`config.mk`:
```
export PLATFORM = sky130hd
export DESIGN_NAME = rtc_bus_reader
export DESIGN_NICKNAME = d
export VERILOG_FILES = /design/src/rtl/rtc_bus_reader.sv
export SDC_FILE = /design/constraint.sdc
export NUM_CORES = 1
export LEC_CHECK = 0
export BUFFER_PORTS_ARGS = -buffer_cell sky130_fd_sc_hd__buf_2
export CAP_MARGIN = 20
export CORE_MARGIN = 3
export CORE_UTILIZATION = 40
export CTS_CLUSTER_DIAMETER = 100
export DETAILED_ROUTE_END_ITERATION = 6
export SLEW_MARGIN = 20
export SYNTH_ARGS = -nofsm -noshare
export SYNTH_HDL_FRONTEND = slang
export SYNTH_SLANG_ARGS = --single-unit
```
`constraint.sdc`:
```
create_clock -name clk -period 2.1 [get_ports clk]
set_clock_uncertainty 0.2 [all_clocks]
set_input_delay 0.315 -clock clk [delete_from_list [all_inputs] [get_ports clk]]
set_output_delay 0.315 -clock clk [all_outputs]
set_load 0.005 [all_outputs]
```
`src/rtl/rtc_bus_reader.sv`:
```
// Multiplexed-bus RTC register reader: ADDR -> GAP1 -> READ -> GAP2, each phase T_PH clocks.
// Strobes and bus drive are flopped so they change only on clock edges.
module rtc_bus_reader #(
  parameter int T_PH = 4
) (
  input  logic       clk,
  input  logic       reset,
  input  logic       start,
  input  logic [7:0] addr,
  input  logic [7:0] data_in,
  output logic       AD_l,
  output logic       CS_l,
  output logic       RD_l,
  output logic       RW_l,
  output logic [7:0] bus_out,
  output logic       bus_oe,
  output logic [7:0] data_out,
  output logic       busy,
  output logic       done
);

  localparam logic [2:0] S_IDLE = 3'd0;
  localparam logic [2:0] S_ADDR = 3'd1;
  localparam logic [2:0] S_GAP1 = 3'd2;
  localparam logic [2:0] S_READ = 3'd3;
  localparam logic [2:0] S_GAP2 = 3'd4;
  localparam logic [7:0] LAST   = 8'(T_PH - 1);

  logic [2:0] state_q, state_d;
  logic [7:0] cnt_q, cnt_d;
  logic [7:0] addr_q, addr_d;
  logic [7:0] data_q, data_d;
  logic       done_q, done_d;
  logic       ad_l_q, ad_l_d;
  logic       cs_l_q, cs_l_d;
  logic       rd_l_q, rd_l_d;
  logic       rw_l_q, rw_l_d;
  logic       oe_q, oe_d;
  logic [7:0] bus_q, bus_d;
  logic       phase_last;

  assign phase_last = (cnt_q == LAST);

  always_comb begin
    state_d = state_q;
    addr_d  = addr_q;
    case (state_q)
      S_IDLE: if (start) begin
        state_d = S_ADDR;
        addr_d  = addr;
      end
      S_ADDR: if (phase_last) state_d = S_GAP1;
      S_GAP1: if (phase_last) state_d = S_READ;
      S_READ: if (phase_last) state_d = S_GAP2;
      S_GAP2: if (phase_last) state_d = S_IDLE;
      default: state_d = S_IDLE;
    endcase

    cnt_d  = ((state_d != state_q) || (state_q == S_IDLE)) ? 8'd0 : cnt_q + 8'd1;
    data_d = ((state_q == S_READ) && phase_last) ? data_in : data_q;
    done_d = (state_q == S_GAP2) && phase_last;
  end

  // Bus controls are decoded from the next state and registered alongside it.
  always_comb begin
    ad_l_d = 1'b1;
    cs_l_d = 1'b1;
    rd_l_d = 1'b1;
    rw_l_d = 1'b1;
    oe_d   = 1'b0;
    bus_d  = 8'h00;
    case (state_d)
      S_ADDR: begin
        ad_l_d = 1'b0;
        cs_l_d = 1'b0;
        rw_l_d = 1'b0;
        oe_d   = 1'b1;
        bus_d  = addr_d;
      end
      S_GAP1: begin
        oe_d  = 1'b1;
        bus_d = addr_d;
      end
      S_READ: begin
        cs_l_d = 1'b0;
        rd_l_d = 1'b0;
      end
      default: ;
    endcase
  end

  always_ff @(posedge clk or negedge reset) begin
    if (!reset) begin
      state_q <= S_IDLE;
      cnt_q   <= 8'd0;
      addr_q  <= 8'h00;
      data_q  <= 8'h00;
      done_q  <= 1'b0;
      ad_l_q  <= 1'b1;
      cs_l_q  <= 1'b1;
      rd_l_q  <= 1'b1;
      rw_l_q  <= 1'b1;
      oe_q    <= 1'b0;
      bus_q   <= 8'h00;
    end else begin
      state_q <= state_d;
      cnt_q   <= cnt_d;
      addr_q  <= addr_d;
      data_q  <= data_d;
      done_q  <= done_d;
      ad_l_q  <= ad_l_d;
      cs_l_q  <= cs_l_d;
      rd_l_q  <= rd_l_d;
      rw_l_q  <= rw_l_d;
      oe_q    <= oe_d;
      bus_q   <= bus_d;
    end
  end

  assign AD_l     = ad_l_q;
  assign CS_l     = cs_l_q;
  assign RD_l     = rd_l_q;
  assign RW_l     = rw_l_q;
  assign bus_oe   = oe_q;
  assign bus_out  = bus_q;
  assign data_out = data_q;
  assign done     = done_q;
  assign busy     = (state_q != S_IDLE);

endmodule

```
==> results.cfg, run 1 <==
[outcome]
outcome = finished, final reports clean

[routing]
dr.pass1.iters = 4
viasPerCell = 5.23
drt_iter0_drc = 48
drc = 0
wl_per_cell_um = 14.5
routed-via-count = 1181
route.antenna.remaining_nets = 0
routed_wl_um = 3290

[worst_setup_path]
endpoint_kind = flop
crit_required_ns = 2.03
critPathMaxFanout = 6
r2r-end = bus_out[3]
rr_worst_depth = 4
start_kind = flop
path_class = reg -> reg
r2r_setup_slack_ns = 0.13
timing.rr.start = cnt_q[0]
critical_path_arrival_ns = 1.90

[final_layout]
num_antenna_cells = 0
drive_above_1_share_pct = 44.9
fill_cells = 354
final_nets = 197
fin_area_um2 = 2070
synthToLayoutAreaGrowth_pct = 22.8

[clock_network]
cts_tree = built
clockRootBuffer = clkbuf_8
clk_path_buf_depth = 2
h-tree-depth = 2
ctsResizeCount = 0
cts.clk_slew.worst_paths_ns = 0.08
cts_made_buffers = 5
clk_latency_ns = 0.29
clkSinkCount = 40

[sta]
max_freq_mhz = 508
finalSetupViolCount = 0
finalHoldWorstSlack_ns = 0.0568
drv_slew = 0
fin_crit_sh_pct = 93.7
rsz0062_at_grt = no
tightest_slew_ns = 0.777
final-hold-violation-count = 0
setup_tns_ns = 0
postLayoutSetupSlackWorst_ns = 0.133
min_period_ns = 1.97
relSlewSlack_pct = 48.1

[power]
powerDensity_nw_per_um2 = 1310
peakVddDrop_uv = 602
power.total_uw = 2710
p_leak_uw = 0.000963

[global_route]
grt.total_usage_pct = 13.6
antenna_found_initial = 0
gr-total-overflow = 0
grt_pass1_wl_um = 5380
grt_max_degree = 41
grt_pass1_vias = 1183

[hold_path]
min_path_type = in -> reg
hp-start = data_in[1]
worst_hold_path.endpoint = data_out[1]
whs_path_depth = 2

[floorplanning]
fp-row-count = 22
die-area_um2 = 5030
initial_utilization_pct = 43.7
die_y_um = 70.9
io_pins = 42
core_area_um2 = 3850
die_w_um = 70.9

[placement]
dp_hpwl_um = 2320
pre_cts_slack_ns = 0.0947
gp_congestion = 0.778
portBuffers = 41
postPlaceCellArea_um2 = 1950

[synth]
ys_seq_elements = 40
synth.avg_cell_area_um2 = 13.3
synth_seq_area_share_pct = 59.6
yosysWarnings = 0
ys_types = 35
syn_inst = 127
synth_area_um2 = 1690
syn_nets = 147

[job]
drv_cap = 0
where the power goes:
group / total [uW] / internal [uW] / switching, uW / leakage [uW]
logic: 957 / 491 / 466 / 0.000426
registers: 1230 / 1090 / 142 / 0.000493
clock network: 521 / 267 / 255 / 0.0000445
total: 2710 / 1840 / 862 / 0.000963
synthesized netlist by cell type (all sizes together):
library cell | count | area, um2
a211o | 1 | 8.76
a211oi | 4 | 30.0
a21boi | 8 | 63.8
a21oi | 3 | 15.0
and2b | 1 | 7.51
buf | 3 | 23.8
clkbuf | 1 | 3.75
dfrtp | 37 | 926
dfstp | 3 | 78.8
ha | 1 | 12.5
inv | 2 | 7.51
mux2 | 16 | 180
nand2 | 5 | 18.8
nand2b | 2 | 12.5
nand3 | 5 | 25.0
nand4 | 2 | 18.8
nor2 | 4 | 17.5
nor2b | 1 | 6.26
nor3 | 4 | 20.0
nor3b | 1 | 7.51
nor4b | 2 | 47.6
o211ai | 1 | 21.3
o21ai | 8 | 40.0
o21bai | 1 | 7.51
o311ai | 1 | 8.76
o31ai | 1 | 7.51
or2 | 1 | 6.26
or3 | 5 | 31.3
or4b | 1 | 13.8
xor2 | 2 | 17.5
registers in the layout, summed over array words and instances, names as in the netlist:
register and cells:
addr_q 8, RW_l 1, CS_l 1, done 1, data_out 8, RD_l 1
state_q 3, cnt_q 8, bus_oe 1, bus_out 8
metrics by stage:
stage          utilization, %  cells
2_1_floorplan               -    127
3_3_place_gp             50.7    216
3_5_place_dp             50.7    216
4_1_cts                  53.4    225
5_1_grt                  53.7    226
6_report                 53.7    226
placed cells by master (no fill, tap or decap), drive strengths merged, types with 2 or more instances in the layout:
master and instances:
or3 5, nand2 5, dfrtp 37, xor2 2, a21boi 8, inv 2, a211oi 4, nor3 4
nor2 4, o211ai 2, dfstp 3, nand3 5, nand2b 2, nor4b 2, o21ai 8, a21oi 3
clkbuf 7, mux2 16, buf 45, nand4 2
area by class of cell:
cell class	count	area (um2)	area share (%)
Sequential cell	40	1000	48.5
Multi-Input combinational cell	82	658	31.8
Timing Repair Buffer	46	245	11.9
Clock buffer	7	86.3	4.17
Tap cell	48	60.1	2.90
Clock inverter	1	7.51	0.363
Inverter	2	7.51	0.363
cells by family after synthesis:
family | Yosys count | share of synthesized area [%]
fa+ha+maj | 1 | 0.742
compound gates | 28 | 12.0
xor+xnor | 2 | 1.04
simple gates | 34 | 13.8
buf+inv | 6 | 2.08
flops | 40 | 59.6
mux | 16 | 10.7
critical path, cell delays in order (launching register included):
cell and delay [ns]:
dfrtp_1 0.41, ha_1 0.23, or4b_4 0.54, o211ai_4 0.30, a21boi_1 0.13
how the worst max path moves through the flow:
stage / to / from
5_1_grt: bus_oe / cnt_q[0]
2_1_floorplan: bus_out[7] / state_q[2]
4_1_cts: bus_out[3] / cnt_q[0]
3_5_place_dp: bus_out[3] / cnt_q[0]
6_report: bus_out[3] / cnt_q[0]
3_3_place_gp: bus_out[2] / cnt_q[0]
what timing repair did:
action                     4_1_cts  5_1_grt
hold endpoints to repair        37        0
setup endpoints to repair        0        1
hold buffers                     1        0
setup buffers                    0        0
routing by layer:
layer	global-route usage [%]	vias to the layer above	part of all wire [%]
li1	-	559	-
met1	17.8	572	46
met2	20.9	46	45
met3	5.26	4	8.1
met4	4.38	0	1.1
met5	0	-	0
No activity file was read; power rests on OpenSTA's default activity.
==> run 2: changes to the inputs <==
--- a/config.mk
+++ b/config.mk
@@ -7,10 +7,13 @@
 export LEC_CHECK = 0
 export BUFFER_PORTS_ARGS = -buffer_cell sky130_fd_sc_hd__buf_2
 export CAP_MARGIN = 20
+export CELL_PAD_IN_SITES_DETAIL_PLACEMENT = 1
+export CELL_PAD_IN_SITES_GLOBAL_PLACEMENT = 2
 export CORE_MARGIN = 3
-export CORE_UTILIZATION = 40
+export CORE_UTILIZATION = 34
 export CTS_CLUSTER_DIAMETER = 100
 export DETAILED_ROUTE_END_ITERATION = 6
+export PLACE_DENSITY_LB_ADDON = 0.1
 export SLEW_MARGIN = 20
 export SYNTH_ARGS = -nofsm -noshare
 export SYNTH_HDL_FRONTEND = slang
==> results.cfg, run 2 (same netlist as run 1, synthesis figures left out) <==
[outcome]
outcome = finished, final reports clean

[global_route]
grt.total_usage_pct = 12.9
grt_pass1_wl_um = 6110
antenna_found_initial = 0
grt_max_degree = 22
grt_pass1_vias = 1269
gr-total-overflow = 0

[placement]
gp_congestion = 0.742
postPlaceCellArea_um2 = 1990
dp_hpwl_um = 2680
portBuffers = 41

[routing]
drc = 0
drt_iter0_drc = 41
routed-via-count = 1180
dr.pass1.iters = 4
routed_wl_um = 3660
viasPerCell = 4.84
wl_per_cell_um = 15.0
route.antenna.remaining_nets = 0

[clock_network]
cts.clk_slew.worst_paths_ns = 0.09
h-tree-depth = 2
cts_setup_buffers = 0
cts_tree = built
clk_latency_ns = 0.29
cts_made_buffers = 5
clockRootBuffer = clkbuf_8
clkSinkCount = 40
clk_path_buf_depth = 2

[sta]
relSlewSlack_pct = 45.9
finalSetupViolCount = 0
tightest_slew_ns = 0.810
fin_crit_sh_pct = 96.4
max_freq_mhz = 494
final-hold-violation-count = 0
rsz0062_at_grt = yes
min_period_ns = 2.02
drv_slew = 0

[power]
power.internal_uw = 1950
combPwrFrac_pct = 34.5
clkPwrFrac_pct = 22.2
power.total_uw = 2850
p_leak_uw = 0.000973
seq_power_share_pct = 43.4
peakVddDrop_uv = 478
powerDensity_nw_per_um2 = 1330
p_sw_share_pct = 31.7
p_sw_uw = 902

[final_layout]
layout_commonest_cell = buf_2
synthToLayoutAreaGrowth_pct = 27.1
final_nets = 198
multiInputGateArea_um2 = 667
fill_cells = 507
seq_area_um2 = 1000
drive_above_1_share_pct = 45.8
fin_util_pct = 46.9
mostFrequentLayoutCells = buf_2 (41), dfrtp_1 (37), mux2_2 (16), o21ai_0 (8), a21boi_1 (7)
fin_area_um2 = 2140
num_antenna_cells = 0

[worst_setup_path]
start_kind = flop
crit_required_ns = 2.04
timing.rr.start = cnt_q[0]
r2r_setup_slack_ns = 0.08
critical_path_arrival_ns = 1.96
rr_worst_depth = 4
r2r-end = bus_out[5]
critPathMaxFanout = 6
path_class = reg -> reg
endpoint_kind = flop

[floorplanning]
fp-row-count = 24
io_pins = 42
die-area_um2 = 5840
die_y_um = 76.4
core_area_um2 = 4560
die_w_um = 76.4
initial_utilization_pct = 36.9

[job]
drv_cap = 0

[hold_path]
worst_hold_path.endpoint = data_out[7]
min_path_type = in -> reg
whs_path_depth = 2
hp-start = data_in[7]
==> run 2: power by group through the flow <==
stage | Sequential [uW] | Clock [uW] | Combinational [uW]
detailed placement | 1250 | 0 | 963
floorplan | 1230 | 0 | 602
global route | 1290 | 685 | 1100
finish | 1240 | 632 | 982
global placement | 1240 | 0 | 937
CTS | 1240 | 653 | 970
==> run 2: final cells by class <==
| cell class | count | area share [%] |
|---|---|---|
| Inverter | 2 | 0.350 |
| Sequential cell | 40 | 46.9 |
| Multi-Input combinational cell | 82 | 31.1 |
| Tap cell | 65 | 3.80 |
| Timing Repair Buffer | 47 | 12.4 |
| Clock inverter | 3 | 2.22 |
| Clock buffer | 5 | 3.21 |
==> run 2: routing by layer <==
| metal | wire [um] | vias to the layer above | GRT usage [%] |
|---|---|---|---|
| met5 | 0 | - | 0 |
| met4 | 38 | 0 | 4.35 |
| met3 | 156 | 4 | 2.84 |
| met2 | 1790 | 29 | 21.7 |
| met1 | 1680 | 584 | 16.4 |
| li1 | - | 563 | - |
==> run 2: worst max-delay path by stage <==
stage / from / endpoint / slack [ns] / cells after the start
finish: cnt_q[0] / bus_out[5] / 0.08 / 4
global route: cnt_q[0] / state_q[2] / -0.03 / 4
CTS: cnt_q[0] / bus_out[1] / 0.06 / 4
detailed placement: cnt_q[0] / bus_out[2] / 0.08 / 4
global placement: cnt_q[0] / bus_out[2] / 0.17 / 4
floorplan: state_q[2] / bus_out[7] / 0.29 / 4
==> run 2: repair_timing <==
action / CTS / global route
setup endpoints to repair: 0 / 18
hold buffers: 1 / 0
resized for setup: 0 / 1
hold endpoints to repair: 19 / 0
==> run 2: stage by stage <==
stage	hold WS (ns)	instances	setup TNS (ns)	worst slack, ns
6_report	0.0593	244	0	0.0752
5_1_grt	0.0493	244	-0.0913	-0.0322
4_1_cts	0.0449	243	0	0.0631
3_5_place_dp	0.0975	234	0	0.0756
3_3_place_gp	0.0950	234	0	0.172
2_1_floorplan	-0.181	127	0	0.288
==> run 2: worst max-delay path: stages (launching register included) <==
cell and delay (ns):
dfrtp_1 0.41, ha_1 0.26, or4b_4 0.56, o211ai_2 0.33, a21boi_1 0.12
==> run 3: changes to the inputs <==
--- a/config.mk
+++ b/config.mk
@@ -5,6 +5,7 @@
 export SDC_FILE = /design/constraint.sdc
 export NUM_CORES = 1
 export LEC_CHECK = 0
+export ABC_AREA = 0
 export BUFFER_PORTS_ARGS = -buffer_cell sky130_fd_sc_hd__buf_2
 export CAP_MARGIN = 20
 export CELL_PAD_IN_SITES_DETAIL_PLACEMENT = 1
@@ -14,6 +15,7 @@
 export CTS_CLUSTER_DIAMETER = 100
 export DETAILED_ROUTE_END_ITERATION = 6
 export PLACE_DENSITY_LB_ADDON = 0.1
+export SETUP_SLACK_MARGIN = 0.5
 export SLEW_MARGIN = 20
 export SYNTH_ARGS = -nofsm -noshare
 export SYNTH_HDL_FRONTEND = slang
==> results.cfg, run 3 (same netlist as run 1, synthesis figures left out) <==
[routing]
route.antenna.remaining_nets = 0
drt_iter0_drc = 39
routed_wl_um = 4460
drc = 0
wl_per_cell_um = 16.9
routed-via-count = 1309
viasPerCell = 4.98
dr.pass1.iters = 4

[global_route]
grt_pass1_vias = 1407
grt_pass1_wl_um = 7130
use_met1_pct = 18.7
busiest_layer = met2
antenna_found_initial = 0
use_met2_pct = 26.4
gr-total-overflow = 0
grt.total_usage_pct = 15.7
use_met3_pct = 4.14
grt_max_degree = 41

[sta]
drv_slew = 0
finalSetupViolCount = 0
final-hold-violation-count = 0
fin_crit_sh_pct = 86.6
finalHoldWorstSlack_ns = 0.0550
tightest_slew_ns = 0.492
rsz0062_at_grt = yes
setup_tns_ns = 0
max_freq_mhz = 550
relSlewSlack_pct = 67.2
min_period_ns = 1.82

[final_layout]
num_antenna_cells = 0
seq_area_um2 = 1010
drive_above_1_share_pct = 60.6
multiInputGateArea_um2 = 801
synthToLayoutAreaGrowth_pct = 44.0
layout_commonest_cell = buf_2
fill_cells = 499
final_nets = 217
mostFrequentLayoutCells = buf_2 (40), dfrtp_1 (31), buf_4 (18), mux2_4 (9)

[worst_setup_path]
critical_path_arrival_ns = 1.30
path_class = reg -> out
endpoint_kind = output pin
critPathMaxFanout = 2
crit_required_ns = 1.58
start_kind = flop
rr_worst_depth = 4

[floorplanning]
fp-row-count = 24
die-area_um2 = 5840
die_y_um = 76.4
initial_utilization_pct = 36.9
die_w_um = 76.4
io_pins = 42
core_area_um2 = 4560

[clock_network]
cts.clk_slew.worst_paths_ns = 0.08
clk_latency_ns = 0.29
cts_made_buffers = 5
clk_path_buf_depth = 2
h-tree-depth = 2
clkSinkCount = 40
clockRootBuffer = clkbuf_8
cts_tree = built

[placement]
gp_congestion = 0.772
dp_hpwl_um = 2800
portBuffers = 41

[hold_path]
min_path_type = in -> reg
whs_path_depth = 2

[outcome]
outcome = finished, final reports clean

[power]
powerDensity_nw_per_um2 = 1320
peakVddDrop_uv = 549
p_leak_uw = 0.00111

[job]
drv_cap = 0
[run 3: cell types whose count changed in the layout (fill, tap and decap cells not counted), moves of 3 or more]
cell     previous run  this run
buf_4               4        18
buf_6               0         6
dfrtp_1            37        31
dfrtp_2             0         6
mux2_2             16         7
mux2_4              0         9
nor3_1              4         0
nor3_4              0         3
o21ai_0             8         5
[run 3: routing by layer]
layer | share of wire (%) | routed length [um]
met1 | 42 | 1890
met2 | 52 | 2300
met3 | 4.3 | 191
met4 | 1.7 | 74
met5 | 0 | 0
[run 3: critical path: stages, from the launching register on]
cell,delay (ns)
dfrtp_1,0.42
buf_6,0.14
or3_4,0.33
buf_6,0.12
[run 3: through the flow]
step	area (um2)	std cells	util (%)	power, uW	setup WS (ns)
final	2430	263	53.2	3200	0.282
after CTS	2330	255	51.0	3100	0.275
after global routing	2430	263	53.2	3400	0.244
after floorplan	1720	127	-	1860	0.288
after detailed placement	2010	233	43.9	2280	0.100
after global placement	2010	233	43.9	2220	0.181
[run 3: final timing paths]
check | from | slack, ns | end
setup / recovery | state_q[0] | 0.28 | busy
hold / removal | data_in[2] | 0.06 | data_out[2]
setup reg to reg | cnt_q[6] | 0.29 | bus_out[1]
hold reg to reg | addr_q[5] | 0.30 | addr_q[5]
max in group asynchronous | reset | 0.92 | state_q[1]
min in group asynchronous | reset | 0.41 | cnt_q[6]
[run 3: where the power goes]
part	total (uW)	internal (uW)	switching [uW]
Clock	530	262	267
Combinational	1430	789	637
Sequential	1240	1090	151
Total	3200	2140	1060
[run 3: final cells by class]
| type | count | area share (%) |
|---|---|---|
| multi-input combinational | 82 | 33.0 |
| clock inverter | 2 | 0.412 |
| timing repair buffer | 66 | 17.8 |
| inverter | 2 | 0.309 |
| sequential | 40 | 41.7 |
| tap | 65 | 3.35 |
| clock buffer | 6 | 3.40 |
[run 3: timing repair]
action | CTS | global route
cloned | 0 | 1
setup endpoints to repair | 40 | 40
pin swaps | 6 | 7
gates resized for setup | 31 | 7
endpoints found under the hold margin | 37 | 0
hold buffers | 1 | 0
setup buffers | 13 | 7
